### src/rtl/addsub_pkg.sv
// Shared types for the pipelined CLA adder/subtractor.
//   addsub_op_e    : operation select (value 3 is reserved and behaves as OP_ADD)
//   addsub_flags_t : result flags {c, v, z, n}
//   op_carry_in    : carry into bit 0 for a given operation
package addsub_pkg;

    typedef enum logic [1:0] {
        OP_ADD = 2'd0,
        OP_SUB = 2'd1,
        OP_ADC = 2'd2
    } addsub_op_e;

    typedef struct packed {
        logic c;
        logic v;
        logic z;
        logic n;
    } addsub_flags_t;

    // Subtract is a + ~b + 1, so the "+1" enters as the block-0 carry-in.
    function automatic logic op_carry_in(input logic [1:0] op, input logic carry);
        logic cin;
        case (op)
            OP_SUB:  cin = 1'b1;
            OP_ADC:  cin = carry;
            default: cin = 1'b0;
        endcase
        return cin;
    endfunction

endpackage

### src/rtl/cla_addsub_pipe_if.sv
// Operand/result handshake bundle of the pipelined CLA adder/subtractor.
//   valid_i/ready_o, a_i, b_i, op_i, carry_i : input op channel
//   valid_o/ready_i, sum_o, flags_o          : result channel
//   master : producer of ops and consumer of results (the environment)
//   slave  : the arithmetic unit
interface cla_addsub_pipe_if #(
    parameter int Width = 32
);
    import addsub_pkg::*;

    logic                 valid_i;
    logic                 ready_o;
    logic [Width-1:0]     a_i;
    logic [Width-1:0]     b_i;
    logic [1:0]           op_i;
    logic                 carry_i;
    logic                 valid_o;
    logic                 ready_i;
    logic [Width-1:0]     sum_o;
    addsub_flags_t        flags_o;

    modport master (
        output valid_i, a_i, b_i, op_i, carry_i, ready_i,
        input  ready_o, valid_o, sum_o, flags_o
    );

    modport slave (
        input  valid_i, a_i, b_i, op_i, carry_i, ready_i,
        output ready_o, valid_o, sum_o, flags_o
    );

endinterface

### src/rtl/cla_block.sv
// Combinational carry-lookahead block.
//   a, b   : operand bits (b already conditioned, i.e. inverted for subtract)
//   cin    : carry into bit 0
//   sum    : block sum
//   blk_p  : block propagate (all bits propagate)
//   blk_g  : block generate (block produces a carry on its own)
module cla_block #(
    parameter int BlockWidth = 8
) (
    input  logic [BlockWidth-1:0] a,
    input  logic [BlockWidth-1:0] b,
    input  logic                  cin,
    output logic [BlockWidth-1:0] sum,
    output logic                  blk_p,
    output logic                  blk_g
);

    logic [BlockWidth-1:0] g_s;
    logic [BlockWidth-1:0] p_s;
    logic [BlockWidth-1:0] c_s;

    assign g_s = a & b;
    assign p_s = a | b;

    // Every carry is a flat OR of generate terms gated by the propagate chain below them.
    always_comb begin
        logic acc;
        logic prod;
        acc  = 1'b0;
        prod = 1'b1;
        c_s  = {BlockWidth{1'b0}};
        for (int i = 0; i < BlockWidth; i++) begin
            acc  = 1'b0;
            prod = 1'b1;
            for (int j = i - 1; j >= 0; j--) begin
                acc  = acc | (prod & g_s[j]);
                prod = prod & p_s[j];
            end
            c_s[i] = acc | (prod & cin);
        end
    end

    // Block-level generate/propagate, independent of cin.
    always_comb begin
        logic gacc;
        logic pacc;
        gacc = 1'b0;
        pacc = 1'b1;
        for (int j = BlockWidth - 1; j >= 0; j--) begin
            gacc = gacc | (pacc & g_s[j]);
            pacc = pacc & p_s[j];
        end
        blk_g = gacc;
        blk_p = pacc;
    end

    assign sum = a ^ b ^ c_s;

endmodule

### src/rtl/cla_addsub_pipe.sv
// Pipelined carry-lookahead adder/subtractor, one BlockWidth-bit block per stage.
//   clk_i   : clock
//   rst_ni  : asynchronous active-low reset
//   flush_i : synchronous clear of all in-flight ops
//   bus     : slave side of cla_addsub_pipe_if (ops in, results + flags out)
// Stage k registers the partial sum (bits below (k+1)*BlockWidth), the still
// unresolved operand bits shifted down to bit 0, the block carry-out and the
// running zero flag. The final stage drives the outputs.
module cla_addsub_pipe
    import addsub_pkg::*;
#(
    parameter int Width      = 32,
    parameter int BlockWidth = 8
) (
    input  logic               clk_i,
    input  logic               rst_ni,
    input  logic               flush_i,
    cla_addsub_pipe_if.slave   bus
);

    localparam int NumStages = Width / BlockWidth;
    localparam int Last      = NumStages - 1;

    if ((BlockWidth < 1) || ((Width % BlockWidth) != 0)) begin : g_width_check
        $error("cla_addsub_pipe: Width must be a positive multiple of BlockWidth");
    end

    // Handshake chain: load_s[NumStages] is the downstream ready.
    logic [NumStages:0]    load_s;
    logic [NumStages-1:0]  load_en_s;
    logic                  ready_s;

    // Per-stage combinational inputs (what the stage would capture this edge).
    logic [Width-1:0]      src_a_s   [NumStages];
    logic [Width-1:0]      src_b_s   [NumStages];
    logic [Width-1:0]      src_sum_s [NumStages];
    logic [NumStages-1:0]  src_valid_s;
    logic [NumStages-1:0]  src_cin_s;
    logic [NumStages-1:0]  src_z_s;

    // Per-stage block results.
    logic [BlockWidth-1:0] blk_sum_s [NumStages];
    logic [NumStages-1:0]  blk_p_s;
    logic [NumStages-1:0]  blk_g_s;
    logic [NumStages-1:0]  cout_s;

    // Stage registers.
    logic [NumStages-1:0]  valid_r;
    logic [Width-1:0]      a_r   [NumStages];
    logic [Width-1:0]      b_r   [NumStages];
    logic [Width-1:0]      sum_r [NumStages];
    logic [NumStages-1:0]  carry_r;
    logic [NumStages-1:0]  z_r;
    addsub_flags_t         flags_r;
    addsub_flags_t         flags_s;

    logic                  sub_s;
    logic [Width-1:0]      b_inv_s;

    // Stage-0 operand conditioning: B is inverted for subtract.
    always_comb begin
        sub_s   = (bus.op_i == OP_SUB);
        b_inv_s = bus.b_i ^ {Width{sub_s}};
    end

    // Advance rule evaluated from the output back: a stage loads if empty or if its successor loads.
    always_comb begin
        load_s            = {(NumStages + 1){1'b0}};
        load_s[NumStages] = bus.ready_i;
        for (int k = NumStages - 1; k >= 0; k--) begin
            load_s[k] = ~valid_r[k] | load_s[k + 1];
        end
    end

    assign ready_s     = load_s[0] & ~flush_i;
    assign bus.ready_o = ready_s;

    for (genvar k = 0; k < NumStages; k++) begin : g_stage
        if (k == 0) begin : g_src
            assign src_a_s[k]     = bus.a_i;
            assign src_b_s[k]     = b_inv_s;
            assign src_sum_s[k]   = {Width{1'b0}};
            assign src_valid_s[k] = bus.valid_i & ready_s;
            assign src_cin_s[k]   = op_carry_in(bus.op_i, bus.carry_i);
            assign src_z_s[k]     = 1'b1;
        end else begin : g_src
            assign src_a_s[k]     = a_r[k - 1];
            assign src_b_s[k]     = b_r[k - 1];
            assign src_sum_s[k]   = sum_r[k - 1];
            assign src_valid_s[k] = valid_r[k - 1];
            assign src_cin_s[k]   = carry_r[k - 1];
            assign src_z_s[k]     = z_r[k - 1];
        end

        cla_block #(
            .BlockWidth (BlockWidth)
        ) u_cla (
            .a     (src_a_s[k][BlockWidth-1:0]),
            .b     (src_b_s[k][BlockWidth-1:0]),
            .cin   (src_cin_s[k]),
            .sum   (blk_sum_s[k]),
            .blk_p (blk_p_s[k]),
            .blk_g (blk_g_s[k])
        );

        // Block carry-out comes from block P/G, not from the bit-level carries.
        assign cout_s[k]    = blk_g_s[k] | (blk_p_s[k] & src_cin_s[k]);
        // Data only moves when a real op moves, so held outputs survive bubbles and flushes.
        assign load_en_s[k] = load_s[k] & src_valid_s[k] & ~flush_i;
    end

    // Flags are derived while the top block is resolved so they register with the sum.
    always_comb begin
        flags_s   = addsub_flags_t'(4'b0000);
        flags_s.c = cout_s[Last];
        flags_s.v = (src_a_s[Last][BlockWidth-1] == src_b_s[Last][BlockWidth-1]) &
                    (blk_sum_s[Last][BlockWidth-1] != src_a_s[Last][BlockWidth-1]);
        flags_s.z = src_z_s[Last] & (blk_sum_s[Last] == {BlockWidth{1'b0}});
        flags_s.n = blk_sum_s[Last][BlockWidth-1];
    end

    // Stage registers: valid bits follow the advance rule, payload follows real ops only.
    always_ff @(posedge clk_i or negedge rst_ni) begin
        if (!rst_ni) begin
            for (int k = 0; k < NumStages; k++) begin
                valid_r[k] <= 1'b0;
                a_r[k]     <= {Width{1'b0}};
                b_r[k]     <= {Width{1'b0}};
                sum_r[k]   <= {Width{1'b0}};
                carry_r[k] <= 1'b0;
                z_r[k]     <= 1'b0;
            end
            flags_r <= addsub_flags_t'(4'b0000);
        end else begin
            for (int k = 0; k < NumStages; k++) begin
                if (flush_i) begin
                    valid_r[k] <= 1'b0;
                end else if (load_s[k]) begin
                    valid_r[k] <= src_valid_s[k];
                end else begin
                    valid_r[k] <= valid_r[k];
                end
                if (load_en_s[k]) begin
                    a_r[k]     <= src_a_s[k] >> BlockWidth;
                    b_r[k]     <= src_b_s[k] >> BlockWidth;
                    sum_r[k]   <= src_sum_s[k] | (Width'(blk_sum_s[k]) << (k * BlockWidth));
                    carry_r[k] <= cout_s[k];
                    z_r[k]     <= src_z_s[k] & (blk_sum_s[k] == {BlockWidth{1'b0}});
                end else begin
                    a_r[k]     <= a_r[k];
                    b_r[k]     <= b_r[k];
                    sum_r[k]   <= sum_r[k];
                    carry_r[k] <= carry_r[k];
                    z_r[k]     <= z_r[k];
                end
            end
            if (load_en_s[Last]) begin
                flags_r <= flags_s;
            end else begin
                flags_r <= flags_r;
            end
        end
    end

    assign bus.valid_o = valid_r[Last];
    assign bus.sum_o   = sum_r[Last];
    assign bus.flags_o = flags_r;

endmodule

### src/flat_wrapper.sv
// flat-port wrapper written by rule: the top's interface ports become plain ports
module cla_addsub_pipe_flat import addsub_pkg::*;
#(
    parameter int Width      = 32,
    parameter int BlockWidth = 8
)
  (clk_i, rst_ni, flush_i, bus_valid_i, bus_a_i, bus_b_i, bus_op_i, bus_carry_i, bus_ready_i, bus_ready_o, bus_valid_o, bus_sum_o, bus_flags_o);
  cla_addsub_pipe_if #(.Width(Width)) bus_i ();
  input  logic clk_i;
  input  logic rst_ni;
  input  logic flush_i;
  input wire logic [$bits(bus_i.valid_i)-1:0] bus_valid_i;
  input wire logic [$bits(bus_i.a_i)-1:0] bus_a_i;
  input wire logic [$bits(bus_i.b_i)-1:0] bus_b_i;
  input wire logic [$bits(bus_i.op_i)-1:0] bus_op_i;
  input wire logic [$bits(bus_i.carry_i)-1:0] bus_carry_i;
  input wire logic [$bits(bus_i.ready_i)-1:0] bus_ready_i;
  output wire logic [$bits(bus_i.ready_o)-1:0] bus_ready_o;
  output wire logic [$bits(bus_i.valid_o)-1:0] bus_valid_o;
  output wire logic [$bits(bus_i.sum_o)-1:0] bus_sum_o;
  output wire logic [$bits(bus_i.flags_o)-1:0] bus_flags_o;
  assign bus_i.valid_i = bus_valid_i;
  assign bus_i.a_i = bus_a_i;
  assign bus_i.b_i = bus_b_i;
  assign bus_i.op_i = bus_op_i;
  assign bus_i.carry_i = bus_carry_i;
  assign bus_i.ready_i = bus_ready_i;
  assign bus_ready_o = bus_i.ready_o;
  assign bus_valid_o = bus_i.valid_o;
  assign bus_sum_o = bus_i.sum_o;
  assign bus_flags_o = bus_i.flags_o;
  cla_addsub_pipe #(.Width(Width), .BlockWidth(BlockWidth)) u_core (.clk_i(clk_i), .rst_ni(rst_ni), .flush_i(flush_i), .bus(bus_i));
endmodule
### config.mk
export PLATFORM = sky130hd
export DESIGN_NAME = cla_addsub_pipe_flat
export DESIGN_NICKNAME = d
export VERILOG_FILES = /design/src/rtl/addsub_pkg.sv /design/src/rtl/cla_addsub_pipe_if.sv /design/src/rtl/cla_block.sv /design/src/rtl/cla_addsub_pipe.sv /design/src/flat_wrapper.sv
export SDC_FILE = /design/constraint.sdc
export NUM_CORES = 1
export LEC_CHECK = 0
export CORE_MARGIN = 2
export CORE_UTILIZATION = 25
export DETAILED_ROUTE_END_ITERATION = 8
export HOLD_SLACK_MARGIN = 0.06
export PLACE_DENSITY = 0.4
export SETUP_SLACK_MARGIN = 0.1
export SYNTH_ARGS = -nofsm -noshare
export SYNTH_HDL_FRONTEND = slang
export SYNTH_SLANG_ARGS = --single-unit
### constraint.sdc
create_clock -name clk_i -period 6 [get_ports clk_i]
set_clock_uncertainty 0.15 [all_clocks]
set_input_delay 0.6 -clock clk_i [delete_from_list [all_inputs] [get_ports clk_i]]
set_output_delay 0.6 -clock clk_i [all_outputs]
set_load 0.1 [all_outputs]
==> run_results.csv, run 1 <==
group,metric,value,unit
final_layout,layout_common_cells,"nand2_1 (276), dfrtp_1 (189), clkdlybuf4s50_1 (108)",
die,rows,70,
power,p_leak,5.49,nW
final_layout,area_delta_synth_final,23.7,%
synth,synth_seq_area_share,0.513,
place,place_inst,1497,
synth,synth_edf_count,0,
worst_setup_path,ff2ff_path_depth,5,
synth,async_flop_share,1.00,
final_layout,antenna_cells,0,
synth,synth_area,9220,µm²
clock_network,clock-sinks,189,
detailed_routing,viasPerCell,4.05,
clock_network,cts_buffers,17,
detailed_routing,drc_errors,0,
worst_setup_path,crit_chain,"clkdlybuf4s50_1, nor2b_1, and3_1, a21oi_1, clkdlybuf4s50_1",
final_layout,layout-drive-gt1-share,0.0877,
clock_network,cts.path.max_buffers,2,
clock_network,cts_setup_buffers,0,
die,core_area,36400,µm²
worst_setup_path,cp-end-kind,"output port",
synth,avgSynthCellArea,9.70,µm²
detailed_routing,drt_iter0_drc,329,
detailed_routing,dr_total_vias,6195,
worst_hold_path,hold_class,"in2async",
synth,synth_ff_type,"dfrtp_1",
clock_network,ctsResizeCount,0,
global_route,grt_first_pass_wirelength,36.3,mm
timing,max-slew-margin-rel,0.308,
final_layout,layout_commonest_cell,"nand2_1",
timing,whs,72.9,ps
synth,yosysTopAreaCell,"dfrtp_1",
synth,synthCells,950,
worst_setup_path,cpLargestDelayFamily,"buffers and inverters",
timing,setup_violations,0,
final_layout,n_fill_cell,3834,
clock_network,cts_tree,"yes",
clock_network,clkTransAtPathRegs,70,ps
final_layout,nets,1190,
detailed_routing,wl_per_cell,14.1,µm
detailed_routing,routed_wl,21.6,mm
timing,period_share,0.657,
place,gp_congestion,0.745,
die,initial_core_util,0.253,
run,drv_cap,0,
die,io_pins,110,
synth,synth_cell_type_count,51,
final_layout,multi_input_area,3990,µm²
timing,hold_viol,0,
global_route,grt_max_degree,88,
synth,syn-num-nets,1092,
timing,final_max_slew_viol_count,0,
run_status,outcome,"finished, final reports clean",
detailed_routing,dr.pass1.iters,4,
power,peakVddDrop,0.200,mV
timing,min_period,3940,ps
worst_setup_path,crit_required,5250,ps
timing,max_freq,254,MHz
global_route,antenna_found_initial,0,
global_route,grt_overflow_total,0,
die,die_w,196,µm
worst_setup_path,critical_path.max_fanout,5,
clock_network,h-tree-depth,4,
synth,yosysWarnings,0,
die,die_y,196,µm
worst_setup_path,cp_num_buf_inv,2,
detailed_routing,ant_nets,0,
clock_network,cts-root-buf,"clkbuf_16",
worst_setup_path,start_kind,"primary input",
synth,synth.ff_latch_count,189,
timing,grt_setup_unrepaired,"false",
final_layout,seq_area,4730,µm²
timing,tightest_slew,1030,ps
worst_setup_path,crit_path_top_delay_cell,"clkdlybuf4s50_1",
global_route,track_usage,0.121,
die,die_area,38400,µm²
global_route,first_global_vias,6627,
clock_network,postCtsHoldBufs,0,
power,power.density,410,nW/µm²
worst_setup_path,cp.arrival,3190,ps
place,numPortBuffers,109,
final_layout,fin_cells,1529,
synth,synth_top_cells_by_area,"dfrtp_1 (51%), nand2_1 (11%), ha_1 (9.0%)",
worst_setup_path,crit_top_cell,"clkdlybuf4s50_1",
synth,synth.top_cell.area_share,0.513,
worst_setup_path,critical_path_class,"in2out",
clock_network,clk_latency,440,ps
worst_setup_path,cp_num_cells,5,
timing,setup-tns-final,0,ps
worst_setup_path,slowest_delay,1260,ps
place,hpwl,15.6,mm
## path summary, 6_finish.rpt
path | startpoint | endpoint | slack, ps
worst max-delay path | bus_ready_i | bus_ready_o | 2060
worst min-delay path | rst_ni | u_core.a_r[99] | 70
worst max register to register | u_core.valid_r[3] | u_core.src_sum_s[71] | 3060
worst min register to register | u_core.b_r[117] | u_core.b_r[77] | 320
max in group asynchronous | rst_ni | u_core.carry_r[2] | 4300
min in group clk_i | u_core.b_r[117] | u_core.b_r[77] | 320
## through the flow
stage	utilization	worst slack, ps	cell area [µm²]	total power [mW]
after floorplan	-	2020	9220	3.07
after global placement	0.297	2130	10800	3.56
after detailed placement	0.297	2100	10800	3.58
after CTS	0.313	2110	11400	4.75
after global routing	0.313	1960	11400	4.99
final	0.313	2060	11400	4.67
## registers in the layout (all words and copies together) (netlist names)
name / count
u_core.a_r: 48
u_core.b_r: 48
u_core.src_sum_s: 48
u_core.bus.sum_o: 32
u_core.valid_r: 4
u_core.bus.flags_o: 3
u_core.carry_r: 3
u_core.z_r: 3
## power breakdown
part	switching (mW)	internal, mW
Clock	0.514	0.632
Sequential	0.198	1.61
Combinational	1.17	0.549
## Yosys cell counts (3+ instances only)
master    number
o21ai_0       79
buf_1          3
a21o_1         3
fa_1           4
xor2_1        30
clkbuf_1      30
o21bai_1       3
nand4_1        3
dfrtp_1      189
nor2_1        25
and2_1         3
mux2_2        38
a21oi_1       20
buf_2          5
nand2b_1       7
nor3_1         7
ha_1          66
o31ai_1        3
inv_1         87
nand2_1      277
xnor2_1       30
## cell families after synthesis
kind of cell               synth area share
and+or+nand+nor                       0.145
xor gates and xnor gates             0.0570
AOI/OAI and AO/OA                    0.0853
adders and majority gates            0.0983
muxes                                0.0464
buffers and inverters                0.0544
DFF                                   0.513
## metal layers
layer	vias to the layer above	share of wire	track usage
met5	-	0	0
met4	0	0.011	0.0345
met3	13	0.025	0.0239
met2	76	0.40	0.172
met1	2885	0.56	0.182
li1	3221	-	-
## area by class of cell
class                   instances  area share
clock buffers                  21      0.0395
clock inverters                11      0.0119
inverters                      89      0.0293
multi-input cells             632       0.350
flip-flops and latches        189       0.415
well taps                     468      0.0514
repair buffers                119       0.103
No activity file was read; power rests on OpenSTA's default activity.
==> inputs of run 2 (changes only) <==
- clock period: 6 -> 3.7 ns (I/O delays scaled with it)
==> run 2 against run 1 <==
Net effect:
- die area unchanged
- combinational power grew 62%
- register-to-register slack lost 1900 ps
- setup slack got worse by 1400 ps
- critical path type is now in2reg
- critical endpoint is now u_core.z_r[0]
- largest power group unchanged
- highest routed layer unchanged
==> run_results.csv, run 2 (synthesized netlist as in run 1, its figures left out) <==
group,metric,value,unit
worst_setup_path,start_kind,"primary input",
run_status,outcome,"finished, final reports clean",
die,io_pins,110,
power,p_leak,5.53,nW
clock_network,cts.path.max_buffers,2,
detailed_routing,drc_errors,0,
power,pwr-share-comb,0.371,
timing,max-slew-margin-rel,0.320,
detailed_routing,dr_total_vias,6206,
detailed_routing,routed_wl,21.3,mm
place,numPortBuffers,109,
final_layout,layout_common_cells,"nand2_1 (276), dfrtp_1 (189), clkdlybuf4s50_1 (107)",
detailed_routing,drt_iter0_drc,216,
clock_network,cts-root-buf,"clkbuf_16",
worst_hold_path,whs_path_depth,2,
final_layout,stdcell_area,11500,µm²
clock_network,clkTransAtPathRegs,70,ps
worst_setup_path,critical_path_class,"in2reg",
clock_network,h-tree-depth,4,
worst_setup_path,cp-end-kind,"register",
die,die_w,196,µm
final_layout,nets,1196,
clock_network,cts_buffers,17,
power,netSwitchingPower,3.04,mW
die,die_y,196,µm
worst_setup_path,reg2reg_to,"u_core.bus.flags_o[1]",
final_layout,layout-drive-gt1-share,0.0947,
run,drv_cap,0,
die,die_area,38400,µm²
clock_network,cts_tree,"yes",
timing,grt_setup_unrepaired,"false",
die,initial_core_util,0.253,
timing,min_period,3010,ps
clock_network,clock-sinks,189,
worst_setup_path,reg2reg_from,"u_core.b_r[32]",
power,pwr-share-clk,0.239,
power,p_total,7.52,mW
timing,max_freq,332,MHz
timing,setup_violations,0,
timing,setup-tns-final,0,ps
worst_setup_path,cp.arrival,3200,ps
global_route,grt_overflow_total,0,
global_route,antenna_found_initial,0,
power,internal-power,4.48,mW
worst_setup_path,ff2ff_setup_slack,1130,ps
global_route,grt_first_pass_wirelength,35.2,mm
timing,hold_viol,0,
power,peakVddDrop,0.326,mV
detailed_routing,viasPerCell,4.04,
power,pwr-share-seq,0.389,
clock_network,cts_setup_buffers,0,
timing,final_max_slew_viol_count,0,
final_layout,antenna_cells,0,
timing,setup_ws,690,ps
detailed_routing,ant_nets,0,
timing,tightest_slew,1020,ps
worst_setup_path,crit_required,3890,ps
worst_hold_path,hold_class,"reg2reg",
timing,period_share,0.813,
global_route,first_global_vias,6363,
power,power.density,656,nW/µm²
final_layout,area_delta_synth_final,24.3,%
detailed_routing,dr.pass1.iters,4,
global_route,track_usage,0.117,
detailed_routing,wl_per_cell,13.9,µm
clock_network,ctsResizeCount,0,
die,core_area,36400,µm²
worst_hold_path,hp-start,"u_core.src_sum_s[4]",
place,post_dp_cell_area,10900,µm²
final_layout,layout_commonest_cell,"nand2_1",
global_route,grt_max_degree,90,
place,dp_slack,189,ps
power,swShare,0.404,
worst_setup_path,critical_path.max_fanout,4,
worst_setup_path,ff2ff_path_depth,9,
place,gp_congestion,0.734,
clock_network,clk_latency,430,ps
die,rows,70,
place,hpwl,15.7,mm
worst_hold_path,holdPathEnd,"u_core.bus.sum_o[4]",
run 2: worst max path at each step:
stage | startpoint | end | slack [ps] | cells after the start
global route | bus_op_i[1] | u_core.z_r[0] | 510 | 13
floorplan | u_core.valid_r[3] | u_core.z_r[0] | 470 | 7
CTS | bus_op_i[1] | u_core.z_r[0] | 690 | 13
finish | bus_op_i[1] | u_core.z_r[0] | 690 | 13
detailed placement | bus_op_i[1] | u_core.z_r[0] | 190 | 13
global placement | bus_op_i[1] | u_core.z_r[0] | 370 | 13
run 2: metrics by stage:
| step | utilization | instances | hold WS (ps) |
|---|---|---|---|
| after detailed placement | 0.298 | 1502 | 301 |
| after global routing | 0.314 | 1535 | 320 |
| after floorplan | - | 950 | -75.6 |
| after global placement | 0.298 | 1502 | 301 |
| after CTS | 0.314 | 1535 | 299 |
| final | 0.314 | 1535 | 317 |
run 2: layout make-up:
class | instances | area, µm²
repair buffers | 125 | 1240
flip-flops and latches | 189 | 4730
multi-input cells | 632 | 3990
fillers | 3861 | 25000
inverters | 89 | 334
clock inverters | 11 | 108
well taps | 468 | 586
clock buffers | 21 | 460
run 2: per-layer routing:
metal | up-vias | part of all wire | global-route usage
met5 | - | 0 | 0
met4 | 0 | 0.0076 | 0.0320
met3 | 7 | 0.026 | 0.0223
met2 | 87 | 0.40 | 0.162
met1 | 2867 | 0.57 | 0.181
li1 | 3245 | - | -
run 2: repair_timing:
| item | CTS | global route |
|---|---|---|
| hold endpoints to repair | 86 | 0 |
| setup endpoints to repair | 0 | 0 |
| hold buffers | 1 | 0 |
run 2: power groups by stage:
stage	logic, mW	clock network (mW)	registers (mW)
finish	2.79	1.80	2.93
global route	3.05	1.95	3.01
CTS	2.84	1.88	2.94
detailed placement	2.83	0	2.98
global placement	2.82	0	2.96
floorplan	1.12	0	3.85
run 2: critical path, cell delays in order:
cell and delay (ps):
clkdlybuf4s50_1 490, inv_1 50, ha_2 190, xor2_1 200
inv_1 100, ha_1 190, nor3_1 320, a221oi_4 140
o21ai_0 460, a31oi_1 150, o21ai_0 100, nand4_1 140
o41ai_2 280
==> inputs of run 3 (changes only) <==
- PLACE_DENSITY: 0.4 -> 0.42
- clock period: 3.7 -> 2.45 ns (I/O delays scaled with it)
==> run 3 against run 2 <==
Net effect:
- sequential cell count unchanged
- critical path depth down 2
- non-clock buffer count up 44
- routed wire length is 1.8% higher
- sequential share of layout area down 2.1 points
- total power is 57% higher
- via count rose by 3.4%
- count of clock-buffer cells in the layout unchanged
- global-route usage grew 0.16 points
- sequential power rose by 51%
- final cell count rose by 2.9%
- die area is the same
==> run_results.csv, run 3 (synthesized netlist as in run 1, its figures left out) <==
group,metric,value,unit
run,drv_cap,0,
timing,setup_ws,194,ps
power,netSwitchingPower,4.70,mW
run_status,outcome,"finished, final reports clean",
worst_setup_path,cp-end-kind,"register",
final_layout,layout_commonest_cell,"nand2_1",
timing,period_share,0.921,
die,initial_core_util,0.253,
die,die_w,196,µm
global_route,grt_overflow_total,0,
worst_setup_path,reg2reg_from,"u_core.b_r[64]",
worst_hold_path,hold_class,"in2async",
final_layout,area_delta_synth_final,31.0,%
timing,setup-tns-final,0,ps
global_route,track_usage,0.118,
timing,final_max_slew_viol_count,0,
place,hpwl,16.1,mm
clock_network,h-tree-depth,4,
clock_network,cts.path.max_buffers,2,
power,pwr-share-comb,0.385,
worst_setup_path,crit_start,"u_core.b_r[64]",
power,pwr-share-seq,0.375,
worst_setup_path,cp.arrival,2440,ps
power,internal-power,7.12,mW
worst_setup_path,critical_path_class,"reg2reg",
power,peakVddDrop,0.458,mV
timing,min_period,2260,ps
global_route,first_global_vias,6557,
place,dp_slack,-592,ps
detailed_routing,drc_errors,0,
die,core_area,36400,µm²
place,gp_congestion,0.768,
die,rows,70,
power,power.density,979,nW/µm²
die,die_y,196,µm
worst_setup_path,critical_path.max_fanout,3,
timing,max_freq,443,MHz
clock_network,cts_tree,"yes",
timing,max-slew-margin-rel,0.661,
die,io_pins,110,
place,numPortBuffers,109,
die,die_area,38400,µm²
timing,hold_viol,0,
clock_network,clock-sinks,189,
clock_network,cts_buffers,17,
detailed_routing,ant_nets,0,
timing,grt_setup_unrepaired,"true",
power,p_leak,5.93,nW
global_route,grt_max_degree,56,
final_layout,nets,1240,
detailed_routing,drt_iter0_drc,267,
detailed_routing,routed_wl,21.7,mm
clock_network,cts-root-buf,"clkbuf_16",
global_route,antenna_found_initial,0,
clock_network,clk_latency,430,ps
detailed_routing,wl_per_cell,13.7,µm
worst_setup_path,start_kind,"register",
timing,tightest_slew,508,ps
detailed_routing,dr.pass1.iters,4,
final_layout,layout_common_cells,"nand2_1 (276), dfrtp_1 (188), buf_4 (87)",
power,swShare,0.398,
clock_network,clkTransAtPathRegs,70,ps
detailed_routing,dr_total_vias,6414,
detailed_routing,viasPerCell,4.06,
worst_setup_path,crit_required,2630,ps
final_layout,layout-drive-gt1-share,0.202,
timing,setup_violations,0,
power,pwr-share-clk,0.241,
global_route,grt_first_pass_wirelength,35.6,mm
final_layout,antenna_cells,0,
final_layout,finish.utilization,0.331,
## run 3: changes by cell type in the layout (fill, tap and decap cells not counted), moves of 5 or more
cell / before / now
xor2_1: 30 / 25
inv_1: 87 / 78
clkdlybuf4s50_1: 107 / 67
buf_12: 2 / 7
buf_4: 14 / 87
o21ai_0: 79 / 74
inv_2: 1 / 9
xor2_2: 0 / 5
## run 3: area by class of cell
| type | instances | area, µm² |
|---|---|---|
| Fill cell | 3785 | 24400 |
| Sequential cell | 189 | 4730 |
| Multi-Input combinational cell | 632 | 4250 |
| Timing Repair Buffer | 169 | 1550 |
| Tap cell | 468 | 586 |
| Clock buffer | 21 | 470 |
| Inverter | 89 | 347 |
| Clock inverter | 11 | 133 |
## run 3: critical path, cell delays in order, from the launching register on
cell	delay, ps
dfrtp_1	370
inv_2	40
ha_1	190
nand2b_4	140
a21oi_4	140
o21bai_1	110
buf_4	140
buf_4	120
a221oi_2	230
xnor2_1	180
o21ai_1	110
o31ai_1	240
## run 3: repair_timing
item                                    in CTS  in global routing
endpoints found under the hold margin       77                  0
endpoints found under the setup margin       8                 12
hold buffers                                 1                  0
pin swaps                                   14                 26
resized for setup                           16                 32
setup buffers                                4                  6
## run 3: power by group through the flow
stage | combinational [mW] | clock [mW] | sequential, mW
5_1_grt | 4.97 | 3.07 | 4.56
2_1_floorplan | 1.72 | 0 | 5.82
4_1_cts | 4.45 | 2.94 | 4.44
3_3_place_gp | 4.31 | 0 | 4.48
6_report | 4.55 | 2.84 | 4.43
3_5_place_dp | 4.34 | 0 | 4.50
## run 3: worst paths after layout
check	slack (ps)	cells past startpoint	end
min in group clk_i	200	3	u_core.a_r[117]
max in group asynchronous	1290	3	u_core.b_r[35]
worst min register to register	320	2	u_core.a_r[72]
worst max-delay path	190	11	u_core.z_r[2]
worst max register to register	190	11	u_core.z_r[2]
worst min-delay path	180	2	u_core.a_r[99]
## run 3: per-layer routing
metal / vias to the layer above / share of wire / track usage
met1: 2990 / 0.55 / 0.181
met5: - / 0 / 0
met4: 0 / 0.011 / 0.0337
li1: 3324 / - / -
met3: 16 / 0.026 / 0.0218
met2: 84 / 0.41 / 0.168
## run 3: stage by stage
stage / instance area [µm²] / power [mW] / hold WS [ps] / cells
6_report: 12100 / 11.8 / 179 / 1579
5_1_grt: 12100 / 12.6 / 187 / 1579
4_1_cts: 11900 / 11.8 / 180 / 1573
3_5_place_dp: 11200 / 8.84 / 112 / 1536
3_3_place_gp: 11200 / 8.79 / 109 / 1536
2_1_floorplan: 9380 / 7.54 / -201 / 950
